===== config.mk =====
export PLATFORM = sky130hd
export DESIGN_NAME = sr_drive_ctrl
export DESIGN_NICKNAME = d
export VERILOG_FILES = /design/src/rtl/sr_drive_pkg.sv /design/src/rtl/sr_cyc_timer.sv /design/src/rtl/sr_drive_ctrl.sv
export SDC_FILE = /design/constraint.sdc
export NUM_CORES = 1
export LEC_CHECK = 0
export CORE_AREA = 4 4 48 50
export CTS_CLUSTER_DIAMETER = 80
export DETAILED_ROUTE_END_ITERATION = 8
export DIE_AREA = 0 0 52 54
export GPL_ROUTABILITY_DRIVEN = 0
export GPL_TIMING_DRIVEN = 0
export PLACE_DENSITY = 0.76
export SETUP_SLACK_MARGIN = 0.3
export SLEW_MARGIN = 10
export SYNTH_ARGS = -nofsm -noshare
export SYNTH_HDL_FRONTEND = slang
export SYNTH_SLANG_ARGS = --single-unit

===== constraint.sdc =====
create_clock -name clk -period 1.4 [get_ports clk]
set_input_delay 0.21 -clock clk [delete_from_list [all_inputs] [get_ports clk]]
set_output_delay 0.21 -clock clk [all_outputs]
set_load 0.02 [all_outputs]

===== src/rtl/sr_drive_pkg.sv =====
// sr_drive_pkg: shared types for the SR flip-flop drive controller.
//   state_e : controller states (IDLE, DRIVE, CHECK, GAP)
//   op_e    : latched command (OP_SET drives s, OP_CLR drives r)
//   max2    : elaboration-time helper for sizing the shared timer
package sr_drive_pkg;

  typedef enum logic [1:0] {
    IDLE  = 2'd0,
    DRIVE = 2'd1,
    CHECK = 2'd2,
    GAP   = 2'd3
  } state_e;

  typedef enum logic {
    OP_CLR = 1'b0,
    OP_SET = 1'b1
  } op_e;

  function automatic int unsigned max2(input int unsigned a, input int unsigned b);
    return (a > b) ? a : b;
  endfunction

endpackage


===== src/rtl/sr_cyc_timer.sv =====
// sr_cyc_timer: loadable down-counter with a terminal-count flag.
//   clk_i      : clock, rising edge
//   rst_ni     : asynchronous active-low reset
//   load_i     : load load_val_i this cycle (takes priority over counting)
//   load_val_i : value to load; done_o rises after load_val_i further cycles
//   done_o     : counter is at zero
module sr_cyc_timer #(
  parameter int unsigned W = 2
) (
  input  logic         clk_i,
  input  logic         rst_ni,
  input  logic         load_i,
  input  logic [W-1:0] load_val_i,
  output logic         done_o
);

  logic [W-1:0] cnt_q, cnt_d;

  always_comb begin
    cnt_d = cnt_q;
    if (load_i)
      cnt_d = load_val_i;
    else if (cnt_q != '0)
      cnt_d = cnt_q - W'(1);
  end

  always_ff @(posedge clk_i or negedge rst_ni) begin
    if (!rst_ni) cnt_q <= '0;
    else         cnt_q <= cnt_d;
  end

  assign done_o = (cnt_q == '0);

endmodule


===== src/rtl/sr_drive_ctrl.sv =====
// sr_drive_ctrl: turns held set/clear requests into timed s/r pulses for an
// SR flip-flop, guaranteeing s_out and r_out are never high together, with a
// minimum idle gap between commands.
// Optional feature macro: SR_VERIFY_EN adds a one-cycle CHECK state that
// compares q_in with the commanded value and sets a sticky err_mismatch.
// Ports:
//   clk          : clock, rising edge
//   reset        : asynchronous active-low reset
//   set_req      : set request, held until req_ack
//   clr_req      : clear request, held until req_ack (wins over set_req)
//   req_ack      : 1-cycle accept pulse
//   conflict     : 1-cycle pulse when both requests were high on accept
//   s_out, r_out : drives to the FF s/r inputs
//   q_in         : FF q feedback (only used with SR_VERIFY_EN)
//   busy         : controller not in IDLE
//   err_mismatch : sticky feedback mismatch flag
//   cmd_cnt      : completed-command counter, wraps
module sr_drive_ctrl
  import sr_drive_pkg::*;
#(
  parameter int unsigned HOLD_CYC = 2,
  parameter int unsigned GAP_CYC  = 1,
  parameter int unsigned CNT_W    = 8
) (
  input  logic             clk,
  input  logic             reset,
  input  logic             set_req,
  input  logic             clr_req,
  output logic             req_ack,
  output logic             conflict,
  output logic             s_out,
  output logic             r_out,
  input  logic             q_in,
  output logic             busy,
  output logic             err_mismatch,
  output logic [CNT_W-1:0] cmd_cnt
);

  // State | meaning
  // IDLE  | waiting for a request; the only state that accepts one
  // DRIVE | s_out or r_out high for HOLD_CYC cycles
  // CHECK | one cycle, outputs low, q_in compared (SR_VERIFY_EN only)
  // GAP   | GAP_CYC cycles with outputs low (skipped when GAP_CYC=0)

  localparam int unsigned TMR_W = $clog2(max2(HOLD_CYC, GAP_CYC) + 1);
  localparam logic [TMR_W-1:0] HOLD_LD = TMR_W'(HOLD_CYC - 1);
  localparam logic [TMR_W-1:0] GAP_LD  = (GAP_CYC > 0) ? TMR_W'(GAP_CYC - 1) : '0;

  state_e           state_q, state_d;
  op_e              op_q;
  logic             ack_q, conflict_q;
  logic [CNT_W-1:0] cnt_q;
  logic             accept;
  logic             tmr_load, tmr_done;
  logic [TMR_W-1:0] tmr_val;

  assign accept = (state_q == IDLE) && (set_req || clr_req);

  sr_cyc_timer #(.W(TMR_W)) u_timer (
    .clk_i      (clk),
    .rst_ni     (reset),
    .load_i     (tmr_load),
    .load_val_i (tmr_val),
    .done_o     (tmr_done)
  );

  always_ff @(posedge clk or negedge reset) begin
    if (!reset) state_q <= IDLE;
    else        state_q <= state_d;
  end

  always_comb begin
    state_d  = state_q;
    tmr_load = 1'b0;
    tmr_val  = '0;
    unique case (state_q)
      IDLE: begin
        if (accept) begin
          state_d  = DRIVE;
          tmr_load = 1'b1;
          tmr_val  = HOLD_LD;
        end
      end
      DRIVE: begin
        if (tmr_done) begin
`ifdef SR_VERIFY_EN
          state_d = CHECK;
`else
          if (GAP_CYC > 0) begin
            state_d  = GAP;
            tmr_load = 1'b1;
            tmr_val  = GAP_LD;
          end else begin
            state_d = IDLE;
          end
`endif
        end
      end
      CHECK: begin
        if (GAP_CYC > 0) begin
          state_d  = GAP;
          tmr_load = 1'b1;
          tmr_val  = GAP_LD;
        end else begin
          state_d = IDLE;
        end
      end
      GAP: begin
        if (tmr_done) state_d = IDLE;
      end
      default: state_d = IDLE;
    endcase
  end

  // Outputs decode straight from the state register, so an async reset
  // drops s_out/r_out immediately; the one-hot op makes both-high impossible.
  always_comb begin
    s_out = (state_q == DRIVE) && (op_q == OP_SET);
    r_out = (state_q == DRIVE) && (op_q == OP_CLR);
    busy  = (state_q != IDLE);
  end

  always_ff @(posedge clk or negedge reset) begin
    if (!reset) begin
      op_q       <= OP_CLR;
      ack_q      <= 1'b0;
      conflict_q <= 1'b0;
      cnt_q      <= '0;
    end else begin
      ack_q      <= accept;
      conflict_q <= accept && set_req && clr_req;
      if (accept)
        op_q <= clr_req ? OP_CLR : OP_SET;
      if ((state_q == DRIVE) && tmr_done)
        cnt_q <= cnt_q + CNT_W'(1);
    end
  end

  assign req_ack  = ack_q;
  assign conflict = conflict_q;
  assign cmd_cnt  = cnt_q;

`ifdef SR_VERIFY_EN
  logic err_q;

  always_ff @(posedge clk or negedge reset) begin
    if (!reset)
      err_q <= 1'b0;
    else if ((state_q == CHECK) && (q_in != logic'(op_q)))
      err_q <= 1'b1;
  end

  assign err_mismatch = err_q;
`else
  logic unused_q_in;
  assign unused_q_in  = q_in;
  assign err_mismatch = 1'b0;
`endif

endmodule

# Word level (Yosys, flattened, before mapping)
# Index checks and enable logic that the tools add are counted.
# classes
add_sub_neg,2
n_eq_ne,6
mux,12
bitwise_logic,1
n_reduce_logical,13
# ops
cell,count
2-bit 2-to-1 mux,5
8-bit by 1-bit adder with 8-bit output (second input constant),1
2-bit one-hot mux with 4 select lines,1
1-bit logical AND,6
2-bit != test (second input constant),3
2-bit nonzero test,3
1-bit 2-to-1 mux,5
2-bit == test (second input constant),2
2-bit zero test,2
1-bit one-hot mux with 3 select lines,1
3-bit AND reduction,1
2-bit by 1-bit == test with 1-bit output (second input constant),1
2-bit by 1-bit subtractor with 2-bit output (second input constant),1
1-bit logical OR,1
1-bit inverter,1
# totals
regBits,15
inputBits,5
elab_cells,40

# Depth between registers and ports, before layout
# logic_depth
ltp_word,5
mapped_depth,6
mapped_depth_nobuf,5

# By module
# A second synthesis with hierarchy kept.
# unflattened
hier_cells,68
hier_area_um2,760.7
# by_module_without_submodules
mod,n_inst,cells_per_inst,area_each_um2,seq_area_each_um2
sr_drive_ctrl,1,56,646.9,325.3
sr_cyc_timer,1,12,113.9,50.0

# Least setup slack after synthesis
# No wires, ideal clock.
# synth_timing
kind,register to register
start,register state_q[0]
end,register state_q[1]
setup_ns,0.128
arrival_ns,1.386
required_ns,1.272
setup_slack_ns,-0.113
stages_incl_launch_ff,6
period_less_slack_ns,1.513
path_cell_list,dfrtp_1 > inv_1 > ha_1 > inv_2 > o32ai_2 > mux2_1
# synth_between
elab_chain_len,4
# synth_lines
element,line_no,text
start: declaration,sr_drive_ctrl.sv:49,"state_e state_q, state_d;"
start signal: assignment,sr_drive_ctrl.sv:69,else state_q <= state_d;
2-bit zero test,"sr_drive_ctrl.sv:57, sr_drive_ctrl.sv:76",
1-bit logical AND,sr_drive_ctrl.sv:57,assign accept = (state_q == IDLE) && (set_req || clr_req);
2-bit != test (no line),n/a,
3-bit AND reduction (no line),n/a,
# Several ways; a longest one is shown, not always the timed one.
# A chain may end at the register's enable or synchronous reset.

# Worst setup path in the final report
# Same ends and word-level chain as after synthesis.

==> impl_results.md <==
- Status: complete, but fails checks
- Violated checks: negative setup slack
- H-Tree Level Count: 1
- Worst-path maximum fanout: 3
- Max_slew headroom: 55.4%
- Via count: 619
- Synth top area share: 49.5%
- Vias per cell: 4.69
- Clk buf depth: 2
- # DRC: 0
- Most area-hungry cell type in the Yosys netlist: dfrtp_1
- Unrepaired setup endpoints after global routing: yes
- CP max stage cell: dfrtp_2
- Final WS setup: -0.0205 ns
- Fin crit share: 101%
- Area of the multi-input gates: 499 µm²
- Pins Over Slew Limit: 0
- Fillers: 156
- Most frequent cells in the layout: 15 x buf_4, 14 x dfrtp_1, 8 x buf_2
- Total GRT Usage: 14.7%
- Io pins: 19
- Met1 Usage GRT: 13.5%
- Clk_skew: 0.00155 ns
- Die ar.: 2810 µm²
- Sequential cell area: 377 µm²
- Crit path launch type: register
- Cts hold-fix bufs: 0
- VDD IR max: 1490 µV
- Fmax: 0.704 GHz
- Inserted Clock Buffers: 3
- Syn nets: 82
- Pin count of the biggest net entering global routing: 16
- Worst hold path class: in -> async
- Slack of the worst reg-to-reg path: -0.02 ns
- Post-layout min period: 1.42 ns
- Final core utilization: 64.5%
- Number of library cell types mapped by synthesis: 23
- Synth Instances: 70
- Pwr/cell area: 2300 nW/µm²
- GRT Max-Usage Layer: met2
- Final instance area: 1230 µm²
- Sequential fraction of the synthesis area: 49.5%
- Leak: 0.609 nW
- Max Cap Viol: 0
- Power after layout: 0.00282 W
- Critical path cell sequence: inv_2, ha_4, inv_4, o32ai_4, mux2_4
- # rows: 16
- Core area: 1900 µm²
- Worst Path Arrival: 1.60 ns
- Crit Path Category: reg -> reg
- Initial antenna violation count: 0
- Top cells by area, synth: dfrtp_1 50%, ha_1 12%, xnor2_1 4.6%, xor2_1 4.6%, a21oi_1 3.3%
- Final hold viol count: 0
- Synthesized area: 758 µm²
- N_diodes: 0
- Final Setup Violations: 3
- Synthesized flop and latch total: 15
- Pre-antenna DRT Iters: 4
- GR Util met2: 27.0%
- Nets: 118
- Initial core utilization: 39.9%
- Tightest Pin Transition: 0.667 ns
- Root Buffer: clkbuf_4
- Yosys warnings: 0
- Critical path endpoint category: register
- Crit path launch: state_q[0]
- Slowest stage delay, CP: 0.45 ns
- CP required: 1.58 ns
- Start of the worst register-to-register path: state_q[0]
- Die X: 52 µm
- Placed inst area: 1010 µm²
- Per-cell routed wire length: 12.8 µm
- Worst-skew pair later-pin latency: 0.28 ns
- Hold slack: 0.324 ns
- Total Wirelength: 1.69 mm
- Share of cells above drive strength 1: 55.2%
- HPWL Detailed: 1.07 mm
- DR iter-0 viols: 6
- PortBufs: 16
- Clock tree sinks: 15
- Remaining antenna violation count after routing: 0
- Vert. Die Dim: 54 µm
- Vias in the first global route: 680
- Commonest non-fill, non-tap cell in the layout: buf_4
- Clock Pin Slew Worst Setup and Hold Paths: 0.09 ns
- First-pass GRT wire length: 2.90 mm
- Syn avg cell area: 10.8 µm²
- Grt ovf: 0
- Syn-to-layout area delta: 61.7%
- CTS tree: done
- Routing usage on met3: 4.16%
## per-layer routing
metal | part of all wire (%) | wire (µm)
met5 | 0 | 0
met2 | 55 | 923
met1 | 35 | 589
met3 | 5.8 | 99
met4 | 4.8 | 81
## through the flow
stage	std cells	worst slack, ns	TNS, ns
2_1_floorplan	70	0.0169	0
3_3_place_gp	113	-0.331	-0.900
3_5_place_dp	113	-0.361	-0.989
4_1_cts	130	-0.0112	-0.0132
5_1_grt	132	-0.0807	-0.366
6_report	132	-0.0205	-0.0265
## path summary, 6_finish.rpt
kind	to	cells after the start
min in group clk	cmd_cnt[7]	1
setup / recovery	state_q[1]	5
hold / removal	cmd_cnt[3]	1
max in group asynchronous	state_q[0]	1
hold reg to reg	cmd_cnt[7]	1
setup reg to reg	state_q[1]	5
## state kept, by name (all words and copies together) (netlist names)
signal and cells:
u_timer.cnt_q 2, op_q 1, cmd_cnt 8, req_ack 1, conflict 1, state_q 2
## where the power goes
group	leakage (nW)	total (W)	internal [W]	switching, W
registers	0.189	0.000711	0.000593	0.000118
clock network	0.0150	0.000249	0.000111	0.000138
logic	0.405	0.00186	0.000941	0.000921
## final cells by class
cell class,count,share of cell area (%)
repair buffers,31,19.8
flip-flops and latches,15,30.7
plain buffers,2,1.53
well taps,27,2.76
multi-input cells,46,40.7
inverters,7,2.35
clock buffers,4,2.14
## cells in the mapped netlist
| cell | count |
|---|---|
| a21oi_1 | 5 |
| and2_1 | 1 |
| and3_1 | 1 |
| buf_4 | 2 |
| conb_1 | 1 |
| dfrtp_1 | 15 |
| ha_1 | 7 |
| inv_1 | 6 |
| inv_2 | 1 |
| mux2_1 | 1 |
| mux2_2 | 1 |
| mux2i_1 | 1 |
| nand2_1 | 3 |
| nand3_1 | 3 |
| nand3_2 | 1 |
| nor2_1 | 4 |
| nor2b_1 | 1 |
| nor3_1 | 3 |
| o21ai_0 | 3 |
| o32ai_2 | 1 |
| or2_1 | 1 |
| xnor2_1 | 4 |
| xor2_1 | 4 |
## logic make-up (layout without fill, tap and decap cells)
group	Yosys count	count (layout)	synth area share, %
buffers and inverters	9	44	5.44
adders and majority gates	7	7	11.6
muxes	3	3	4.29
and+or+nand+nor	18	18	12.0
AOI/OAI and AO/OA	9	9	7.43
other	1	1	0.495
xor gates and xnor gates	8	8	9.24
DFF	15	15	49.5
## critical path: cells and delay by family, from the launching register on
kind / cells / cell delay [ns]
flip-flops: 1 / 0.45
multiplexers: 1 / 0.33
AO/OA/AOI/OAI: 1 / 0.26
adder cells (fa/ha/maj): 1 / 0.15
buffers and inverters: 2 / 0.12
## what timing repair did
item	in CTS	in global routing
gates resized for setup	80	9
endpoints found under the setup margin	25	19
pin swaps	8	5
buffers inserted	13	2
Power figures use the tool's default switching activity.
